[src/rtl/dfe_decim_pkg.sv]
// Shared types and helpers for the DFE decimator: sample type, saturation and phase clamping.
package dfe_decim_pkg;

   localparam int unsigned SAMPLE_WIDTH = 16;
   localparam int unsigned WIDE_WIDTH   = 64;

   typedef logic signed [SAMPLE_WIDTH-1:0] sample_t;
   typedef logic signed [WIDE_WIDTH-1:0]   wide_t;

   // Clamp a wide signed value into the range of a width-bit signed number.
   function automatic wide_t sat_wide(input wide_t value, input int unsigned width);
      wide_t max_v;
      wide_t min_v;
      max_v = (wide_t'(1) <<< (width - 1)) - wide_t'(1);
      min_v = -(wide_t'(1) <<< (width - 1));
      if (value > max_v) begin
         sat_wide = max_v;
      end else if (value < min_v) begin
         sat_wide = min_v;
      end else begin
         sat_wide = value;
      end
   endfunction

   function automatic sample_t sat_to_sample(input wide_t value);
      sat_to_sample = sample_t'(sat_wide(value, SAMPLE_WIDTH));
   endfunction

   function automatic int unsigned clamp_phase(input int unsigned sel, input int unsigned m);
      clamp_phase = (sel > m - 1) ? (m - 1) : sel;
   endfunction

endpackage

[src/rtl/decim_out_fifo.sv]
// Single-clock show-ahead FIFO; head reads as zero while empty, all state gated by clk_enable.
module decim_out_fifo #(
   parameter int unsigned DATA_WIDTH = 16,
   parameter int unsigned DEPTH      = 4
) (
   input  logic                  clk,
   input  logic                  rst_n,
   input  logic                  clk_enable,
   input  logic                  push,
   input  logic [DATA_WIDTH-1:0] push_data,
   input  logic                  pop,
   output logic [DATA_WIDTH-1:0] head,
   output logic                  full,
   output logic                  empty
);

   localparam int unsigned PTR_WIDTH = $clog2(DEPTH);
   localparam int unsigned CNT_WIDTH = PTR_WIDTH + 1;

   logic [DATA_WIDTH-1:0] mem_q [DEPTH];
   logic [PTR_WIDTH-1:0]  wr_ptr_q;
   logic [PTR_WIDTH-1:0]  rd_ptr_q;
   logic [CNT_WIDTH-1:0]  count_q;
   logic                  do_push;
   logic                  do_pop;

   assign full    = (count_q == CNT_WIDTH'(DEPTH));
   assign empty   = (count_q == '0);
   assign do_pop  = clk_enable & pop & ~empty;
   // A full FIFO still accepts a push when the head leaves in the same cycle.
   assign do_push = clk_enable & push & (~full | do_pop);

   always_ff @(posedge clk or negedge rst_n) begin
      if (!rst_n) begin
         wr_ptr_q <= '0;
         rd_ptr_q <= '0;
         count_q  <= '0;
      end else begin
         if (do_push) begin
            wr_ptr_q <= wr_ptr_q + 1'b1;
         end
         if (do_pop) begin
            rd_ptr_q <= rd_ptr_q + 1'b1;
         end
         if (do_push && !do_pop) begin
            count_q <= count_q + 1'b1;
         end else if (!do_push && do_pop) begin
            count_q <= count_q - 1'b1;
         end
      end
   end

   always_ff @(posedge clk) begin
      if (do_push) begin
         mem_q[wr_ptr_q] <= push_data;
      end
   end

   assign head = empty ? '0 : mem_q[rd_ptr_q];

endmodule

[src/rtl/decimator.sv]
// Keep-one-in-M down-sampler with output FIFO; DECIMATOR_AVG_EN selects integrate-and-dump
// averaging of each frame instead of a plain pick.
module decimator
   import dfe_decim_pkg::*;
#(
   parameter int unsigned DATA_WIDTH        = 16,
   parameter int unsigned DECIMATION_FACTOR = 3,
   parameter int unsigned OUT_FIFO_DEPTH    = 4,
   parameter int unsigned AVG_SHIFT         = $clog2(DECIMATION_FACTOR),
   localparam int unsigned COUNTER_WIDTH    = $clog2(DECIMATION_FACTOR)
) (
   input  logic                         clk,
   input  logic                         rst_n,
   input  logic                         clk_enable,
   input  logic signed [DATA_WIDTH-1:0] dec_in,
   input  logic                         dec_in_valid,
   input  logic                         sync,
   input  logic [COUNTER_WIDTH-1:0]     phase_sel,
   output logic signed [DATA_WIDTH-1:0] dec_out,
   output logic                         dec_out_valid,
   input  logic                         dec_out_ready,
   output logic                         overflow
);

   localparam logic [COUNTER_WIDTH-1:0] LAST_POS = COUNTER_WIDTH'(DECIMATION_FACTOR - 1);

   if (DECIMATION_FACTOR < 2) begin : g_bad_factor
      $error("DECIMATION_FACTOR must be at least 2");
   end
   if ((OUT_FIFO_DEPTH < 2) || ((OUT_FIFO_DEPTH & (OUT_FIFO_DEPTH - 1)) != 0)) begin : g_bad_depth
      $error("OUT_FIFO_DEPTH must be a power of two and at least 2");
   end
   if (AVG_SHIFT >= WIDE_WIDTH) begin : g_bad_shift
      $error("AVG_SHIFT is out of range");
   end

   logic [COUNTER_WIDTH-1:0] counter_q;
   logic [COUNTER_WIDTH-1:0] counter_d;
   logic [COUNTER_WIDTH-1:0] phase_q;
   logic [COUNTER_WIDTH-1:0] eff_cnt;
   logic [COUNTER_WIDTH-1:0] eff_phase;
   logic                     accept;
   logic                     keep;
   logic                     pop;
   logic                     drop;
   logic                     fifo_full;
   logic                     fifo_empty;
   logic                     overflow_q;
   logic                     overflow_d;
   logic [DATA_WIDTH-1:0]    push_data;
   logic [DATA_WIDTH-1:0]    fifo_head;

   // sync takes effect in its own cycle: a coincident sample sits at position 0.
   always_comb begin
      eff_cnt   = sync ? '0 : counter_q;
      eff_phase = sync ? COUNTER_WIDTH'(clamp_phase(32'(phase_sel), DECIMATION_FACTOR))
                       : phase_q;
      accept    = dec_in_valid & clk_enable;
      keep      = accept & (eff_cnt == eff_phase);
      counter_d = eff_cnt;
      if (accept) begin
         counter_d = (eff_cnt == LAST_POS) ? '0 : eff_cnt + 1'b1;
      end
   end

   assign dec_out_valid = ~fifo_empty;
   assign dec_out       = fifo_head;
   assign pop           = dec_out_valid & dec_out_ready & clk_enable;
   assign drop          = keep & fifo_full & ~pop;
   // A drop in the sync cycle wins over the clear.
   assign overflow_d    = drop | (overflow_q & ~sync);
   assign overflow      = overflow_q;

   always_ff @(posedge clk or negedge rst_n) begin
      if (!rst_n) begin
         counter_q  <= '0;
         phase_q    <= '0;
         overflow_q <= 1'b0;
      end else if (clk_enable) begin
         counter_q  <= counter_d;
         overflow_q <= overflow_d;
         if (sync) begin
            phase_q <= eff_phase;
         end
      end
   end

`ifdef DECIMATOR_AVG_EN
   localparam int unsigned ACC_WIDTH = DATA_WIDTH + COUNTER_WIDTH + 1;

   logic signed [ACC_WIDTH-1:0] acc_q;
   logic signed [ACC_WIDTH-1:0] acc_d;
   logic signed [ACC_WIDTH-1:0] acc_base;
   logic signed [ACC_WIDTH-1:0] frame_sum;
   logic signed [ACC_WIDTH-1:0] frame_avg;

   always_comb begin
      acc_base  = sync ? '0 : acc_q;
      frame_sum = acc_base + ACC_WIDTH'(dec_in);
      frame_avg = frame_sum >>> AVG_SHIFT;
      push_data = DATA_WIDTH'(sat_wide(wide_t'(frame_avg), DATA_WIDTH));
      acc_d     = acc_base;
      if (accept) begin
         acc_d = keep ? '0 : frame_sum;
      end
   end

   always_ff @(posedge clk or negedge rst_n) begin
      if (!rst_n) begin
         acc_q <= '0;
      end else if (clk_enable) begin
         acc_q <= acc_d;
      end
   end
`else
   assign push_data = dec_in;
`endif

   decim_out_fifo #(
      .DATA_WIDTH (DATA_WIDTH),
      .DEPTH      (OUT_FIFO_DEPTH)
   ) u_out_fifo (
      .clk        (clk),
      .rst_n      (rst_n),
      .clk_enable (clk_enable),
      .push       (keep),
      .push_data  (push_data),
      .pop        (pop),
      .head       (fifo_head),
      .full       (fifo_full),
      .empty      (fifo_empty)
   );

endmodule
[config.mk]
export PLATFORM = sky130hd
export DESIGN_NAME = decimator
export DESIGN_NICKNAME = d
export VERILOG_FILES = /design/src/rtl/dfe_decim_pkg.sv /design/src/rtl/decim_out_fifo.sv /design/src/rtl/decimator.sv
export SDC_FILE = /design/constraint.sdc
export NUM_CORES = 1
export LEC_CHECK = 0
export BUFFER_PORTS_ARGS = -buffer_cell sky130_fd_sc_hd__buf_4
export CORE_ASPECT_RATIO = 0.9
export CORE_UTILIZATION = 40
export CTS_BUF_LIST = sky130_fd_sc_hd__clkbuf_4 sky130_fd_sc_hd__clkbuf_8
export DETAILED_ROUTE_END_ITERATION = 12
export GPL_TIMING_DRIVEN = 0
export PLACE_DENSITY_LB_ADDON = 0.1
export SLEW_MARGIN = 25
export SYNTH_ARGS = -nofsm -noshare
export SYNTH_HDL_FRONTEND = slang
export SYNTH_SLANG_ARGS = --single-unit
[constraint.sdc]
create_clock -name clk -period 3.7 [get_ports clk]
set_input_delay 0.74 -clock clk [delete_from_list [all_inputs] [get_ports clk]]
set_output_delay 0.74 -clock clk [all_outputs]
set_load 0.01 [all_outputs]
; ---- Yosys cells after proc, flatten, opt, wreduce, memory -nomap -nowiden
; Memories as Yosys holds them, arrays and structs flattened.
; Cells that the tools add are included.
[totals]
regBits = 12
latchBits = 0
mem_bits_rw = 64
rom_bits = 0
inputBits = 24
out_inout_bits = 18
word_cells = 50
n_memories = 1
[mem_list]
columns = memory, words, word_bits, read_ports, rd_clocked_by_memory_dff, write_ports, line_no
row1 = u_out_fifo.mem_q, 4, 16, 1, 0, 1, decim_out_fifo.sv:20  ; logic [DATA_WIDTH-1:0] mem_q [DEPTH];
[op_classes]
addsub = 5
multipliers = 0
div_mod_pow = 0
n_lt_le_gt_ge = 1
eq_ne = 3
shifts = 0
n_mux = 10
bitwise_logic = 17
reduce_logical = 7
[ops]
columns = operator, count
row1 = 16-bit 2-to-1 mux, 1
row2 = 1-bit bitwise AND, 11
row3 = 2-bit 2-to-1 mux, 5
row4 = "2-bit by 1-bit adder with 2-bit output, second input constant", 3
row5 = 3-bit 2-to-1 mux, 2
row6 = 1-bit inverter, 4
row7 = "3-bit by 1-bit adder with 3-bit output, second input constant", 1
row8 = "3-bit == test, second input constant", 1
row9 = 3-bit logical NOT, 1
row10 = "3-bit by 1-bit subtractor with 3-bit output, second input constant", 1
row11 = 2-bit == test, 1
row12 = "2-bit == test, second input constant", 1
row13 = "2-bit greater-than comparator, second input constant", 1
row14 = 1-bit logical AND, 2
row15 = 1-bit logical NOT, 2
row16 = 1-bit 2-to-1 mux, 2
row17 = 1-bit OR, 2
row18 = 2-bit AND reduction, 1
row19 = 2-bit nonzero test, 1

; ---- Logic depth before layout (Yosys ltp)
[depth]
depth_word = 12
depth_mapped = 10
mapped_depth_nobuf = 9

; ---- By module
; A second synthesis with hierarchy kept.
[unflattened]
hier_cells = 169
hier_area_um2 = 3235.6
[by_module_without_submodules]
columns = module, instances, cells_each, area_per_inst_um2, seq_area_each_um2
row1 = decim_out_fifo, 1, 138, 2949.1, 2097.0
row2 = decimator, 1, 31, 286.5, 125.1

; ---- Least setup slack after synthesis
; OpenSTA, ideal clock, no wires.
[synth_timing]
path_type = input port to flip-flop
start = input clk_enable
end = register u_out_fifo.count_q[2]
setup_time_ns = 0.080
t_arrival_ns = 2.494
t_required_ns = 3.620
slack_ns = 1.126
stages = 10
n_path_buf = 1
cell_sequence = buf_6 -> nand2_2 -> o31a_1 -> nor3_4 -> ha_1 -> inv_1 -> fa_1 -> xor2_1 -> nor2_1 -> xnor2_1
[synth_via]
elab_chain_cells = 8
elab_cells_between_ends = 14
classes_between = 1 x mux / 8 x bitwise / 5 x reduce/logical
[synth_lines]
columns = item, line_no
row1 = start: declaration, decimator.sv:14  ; input logic clk_enable,
row2 = 1-bit bitwise AND, decimator.sv:68  ; assign pop = dec_out_valid & dec_out_ready & clk_enable;
row3 = 1-bit bitwise AND (2 in a row), decim_out_fifo.sv:29  ; assign do_pop = clk_enable & pop & ~empty;
row4 = 1-bit OR, decim_out_fifo.sv:31  ; assign do_push = clk_enable & push & (~full | do_pop);
row5 = 1-bit bitwise AND *, decim_out_fifo.sv:31
row6 = via u_out_fifo.do_push, decim_out_fifo.sv:24  ; logic do_push;
row7 = 1-bit logical NOT, decim_out_fifo.sv:47  ; end else if (!do_push && do_pop) begin
row8 = 1-bit logical AND, decim_out_fifo.sv:47
row9 = 2-bit nonzero test (no source line), --
row10 = end signal: assignment, decim_out_fifo.sv:46  ; count_q <= count_q + 1'b1;
row11 = end signal: assignment, decim_out_fifo.sv:48  ; count_q <= count_q - 1'b1;
row12 = end: declaration, decim_out_fifo.sv:23  ; logic [CNT_WIDTH-1:0] count_q;
; Mark *: on every way through the listed nets, which the timed path passes. The rest lies on a longest branch.
; A chain may end at the register's enable or synchronous reset.

; ---- Final worst setup path
[layout_timing]
start = register u_out_fifo.rd_ptr_q[0]
end = output dec_out[11]
[layout_via]
elab_chain_cells = 2
[layout_lines]
columns = item, line_no
row1 = start: declaration, decim_out_fifo.sv:22  ; logic [PTR_WIDTH-1:0] rd_ptr_q;
row2 = start signal: assignment, decim_out_fifo.sv:43  ; rd_ptr_q <= rd_ptr_q + 1'b1;
row3 = memory read 4 x 16 bit, --
row4 = 16-bit 2-to-1 mux, decim_out_fifo.sv:59  ; assign head = empty ? '0 : mem_q[rd_ptr_q];
row5 = end: declaration, decimator.sv:19  ; output logic signed [DATA_WIDTH-1:0] dec_out,
; Every way passes these cells.

==> impl_metrics.toml <==
[synthesis]
syn_nets = 193
synthDistinctLibCells = 32
synth_area_um2 = 3120
ys_ff_latch = 76
yosysSeqAreaShare_pct = 71.3
synth_cells = 163
syn_avg_cell_area_um2 = 19.1
synth_warnings = 0

[global_routing]
grt_pass1_vias = 1768
grt_pass1_wl_um = 8880
overflow = 0
track_usage_pct = 15.4
antenna_found_initial = 0
grt_max_degree = 17

[critical_path]
cp_max_fo = 10
slowest_stage = "mux4_2"
cp-end-kind = "output port"
worst_setup_path_start_kind = "flip-flop"
crit_required_ps = 2960
cp_num_buf_inv = 3
cpLargestDelayFamily = "buffers and inverters"
crit_path_cell_trace = "buf_2, buf_4, mux4_2, and2_1, buf_4"
critical_path_class = "reg -> out"
rrSetupSlack_ps = 1260
slowest_delay_ps = 510
critPathArrivalTime_ps = 2090
cpMostUsedCell = "buf_4"

[timing]
hold-worst-slack_ps = 228
finalMaxSlewViolations = 0
fmax_ghz = 0.353
fin_crit_ps = 2830
worst_pin_slew_ps = 910
finalSetupTns_ps = 0
setup_viol = 0
slew_headroom_pct = 39.3
rsz0062_at_grt = "false"
hold_viol_final = 0
min_period_over_period_pct = 76.6
skew_ps = 5.37

[cts]
clock_sinks = 76
cts_tree = "built"
insertion_delay_ps = 340
postCtsSetupBuffers = 0
cts-root-buf = "clkbuf_8"
post_cts_resized = 0
htreeDepth = 3
cts_made_buffers = 9
cts_hold_buf = 0
clkSlewWorstSetupHoldPaths_ps = 80
cts_buffer_depth = 2

[final_layout]
diodes = 0
drive_gt1_share_pct = 36.2
final_common_cell = "edfxtp_1"
stdcell_count = 314
most-common-layout-cells = "64 x edfxtp_1, 41 x buf_4, 20 x and2_1"
syn_to_final_growth_pct = 21.6
fin_nets = 244

[routing]
vias = 1586
ant_nets = 0
drt_wl_total_um = 5510
wl_per_cell_um = 17.5
first_iter_violations = 103
vias_per_cell = 5.05
first_pass_iters = 4
drc = 0

[floorplanning]
die_h_um = 85.7
rows = 30
core_area_um2 = 7540
die_area_um2 = 8150
die-width_um = 95.0
start_util_pct = 41.3
ios = 42

[power_and_ir_drop]
power_density_nw_per_um2 = 712
p_leak_nw = 1.36
ir_drop_mv = 0.272

[place]
io_buffers = 40
place_congestion = 0.719
dpl.cell_count = 299
dpl.hpwl_um = 3540

[min_path]
hold_path_class = "in -> async"

[run]
max_cap_violations = 0

[run_status]
status = "complete, no violations"
cell usage after synthesis:
master     instances  share of area (%)
nand2_1            3               0.36
a2111oi_2          1               0.48
o22ai_1            1               0.20
mux2i_1            1               0.32
nor2_1             2               0.24
ha_1               5                2.0
o21bai_1           1               0.24
o31a_1             1               0.28
o21ai_0            2               0.32
and2_1            20                4.0
mux2_2             2               0.72
buf_4              1               0.24
mux4_2            16                 12
nand2b_1           1               0.20
dfrtp_1           12                9.6
nand4_1            1               0.20
o22a_1             1               0.28
edfxtp_1          64                 62
fa_1               1               0.64
nand2_2            1               0.20
a32o_1             2               0.64
clkbuf_1           3               0.36
inv_1              5               0.60
mux2_4             1               0.48
nand3_1            1               0.16
nor3_4             1               0.52
buf_6              1               0.36
xor2_1             2               0.56
buf_2              2               0.32
nand4b_1           1               0.28
xnor2_1            6                1.7
or3_1              1               0.20
logic make-up (layout without fill, tap and decap cells):
kind of cell / Yosys count / in the layout / synth area share, %
flip-flops: 76 / 76 / 71.3
AND/OR/NAND/NOR: 32 / 32 / 6.38
multiplexers: 20 / 20 / 13.1
buffers and inverters: 12 / 67 / 1.89
AO/OA/AOI/OAI: 9 / 9 / 2.45
XOR/XNOR: 8 / 8 / 2.25
adder cells (fa/ha/maj): 6 / 6 / 2.65
worst register-to-register path: cells and delay by family, from the launching register on:
family                     cells  cell delay [ps]
adders and majority gates      2              640
xor gates and xnor gates       3              480
and+or+nand+nor                2              470
DFF                            1              420
AOI/OAI and AO/OA              1              290
buffers and inverters          1               60
per-layer routing:
| layer | share of wire (%) | vias to the layer above | routed length, um | global-route usage, % |
|---|---|---|---|---|
| li1 | - | 732 | - | - |
| met1 | 44 | 809 | 2430 | 19.7 |
| met2 | 52 | 37 | 2850 | 25.0 |
| met3 | 2.7 | 8 | 151 | 3.19 |
| met4 | 1.3 | 0 | 74 | 7.44 |
| met5 | 0 | - | 0 | 0 |
cell type report:
class	instances	area [um^2]
plain buffers	7	40.0
clock buffers	9	124
clock inverters	6	128
fillers	615	3760
inverters	5	18.8
multi-input cells	75	836
flip-flops and latches	76	2220
well taps	96	120
repair buffers	40	300
power breakdown:
part	total [mW]	switching, mW	internal [mW]
clock network	0.792	0.284	0.508
registers	1.05	0.0445	1.01
logic	0.853	0.388	0.465
total	2.70	0.716	1.98
sequential cells by signal, indices dropped and copies added, names as in the netlist:
signal / count
u_out_fifo.mem_q: 64
phase_q: 2
u_out_fifo.count_q: 3
u_out_fifo.wr_ptr_q: 2
u_out_fifo.rd_ptr_q: 2
counter_q: 2
overflow: 1
final timing paths:
check                                    endpoint  cells after the start                    from
min                                  counter_q[0]                      1                   rst_n
max in group asynchronous  u_out_fifo.rd_ptr_q[0]                      1                   rst_n
min in group clk                         overflow                      1                overflow
max                                   dec_out[11]                      5  u_out_fifo.rd_ptr_q[0]
min reg2reg                              overflow                      1                overflow
max reg2reg                 u_out_fifo.count_q[2]                      9            counter_q[1]
per-stage QoR:
step	power, mW	utilization (%)	setup WS (ps)	instance area (um^2)
2_1_floorplan	1.61	-	1130	3120
4_1_cts	2.74	50.2	794	3790
5_1_grt	2.86	50.2	700	3790
3_3_place_gp	1.92	46.9	926	3540
3_5_place_dp	1.95	46.9	840	3540
6_report	2.70	50.2	867	3790
Note: power is estimated with default switching activity, not from simulation.
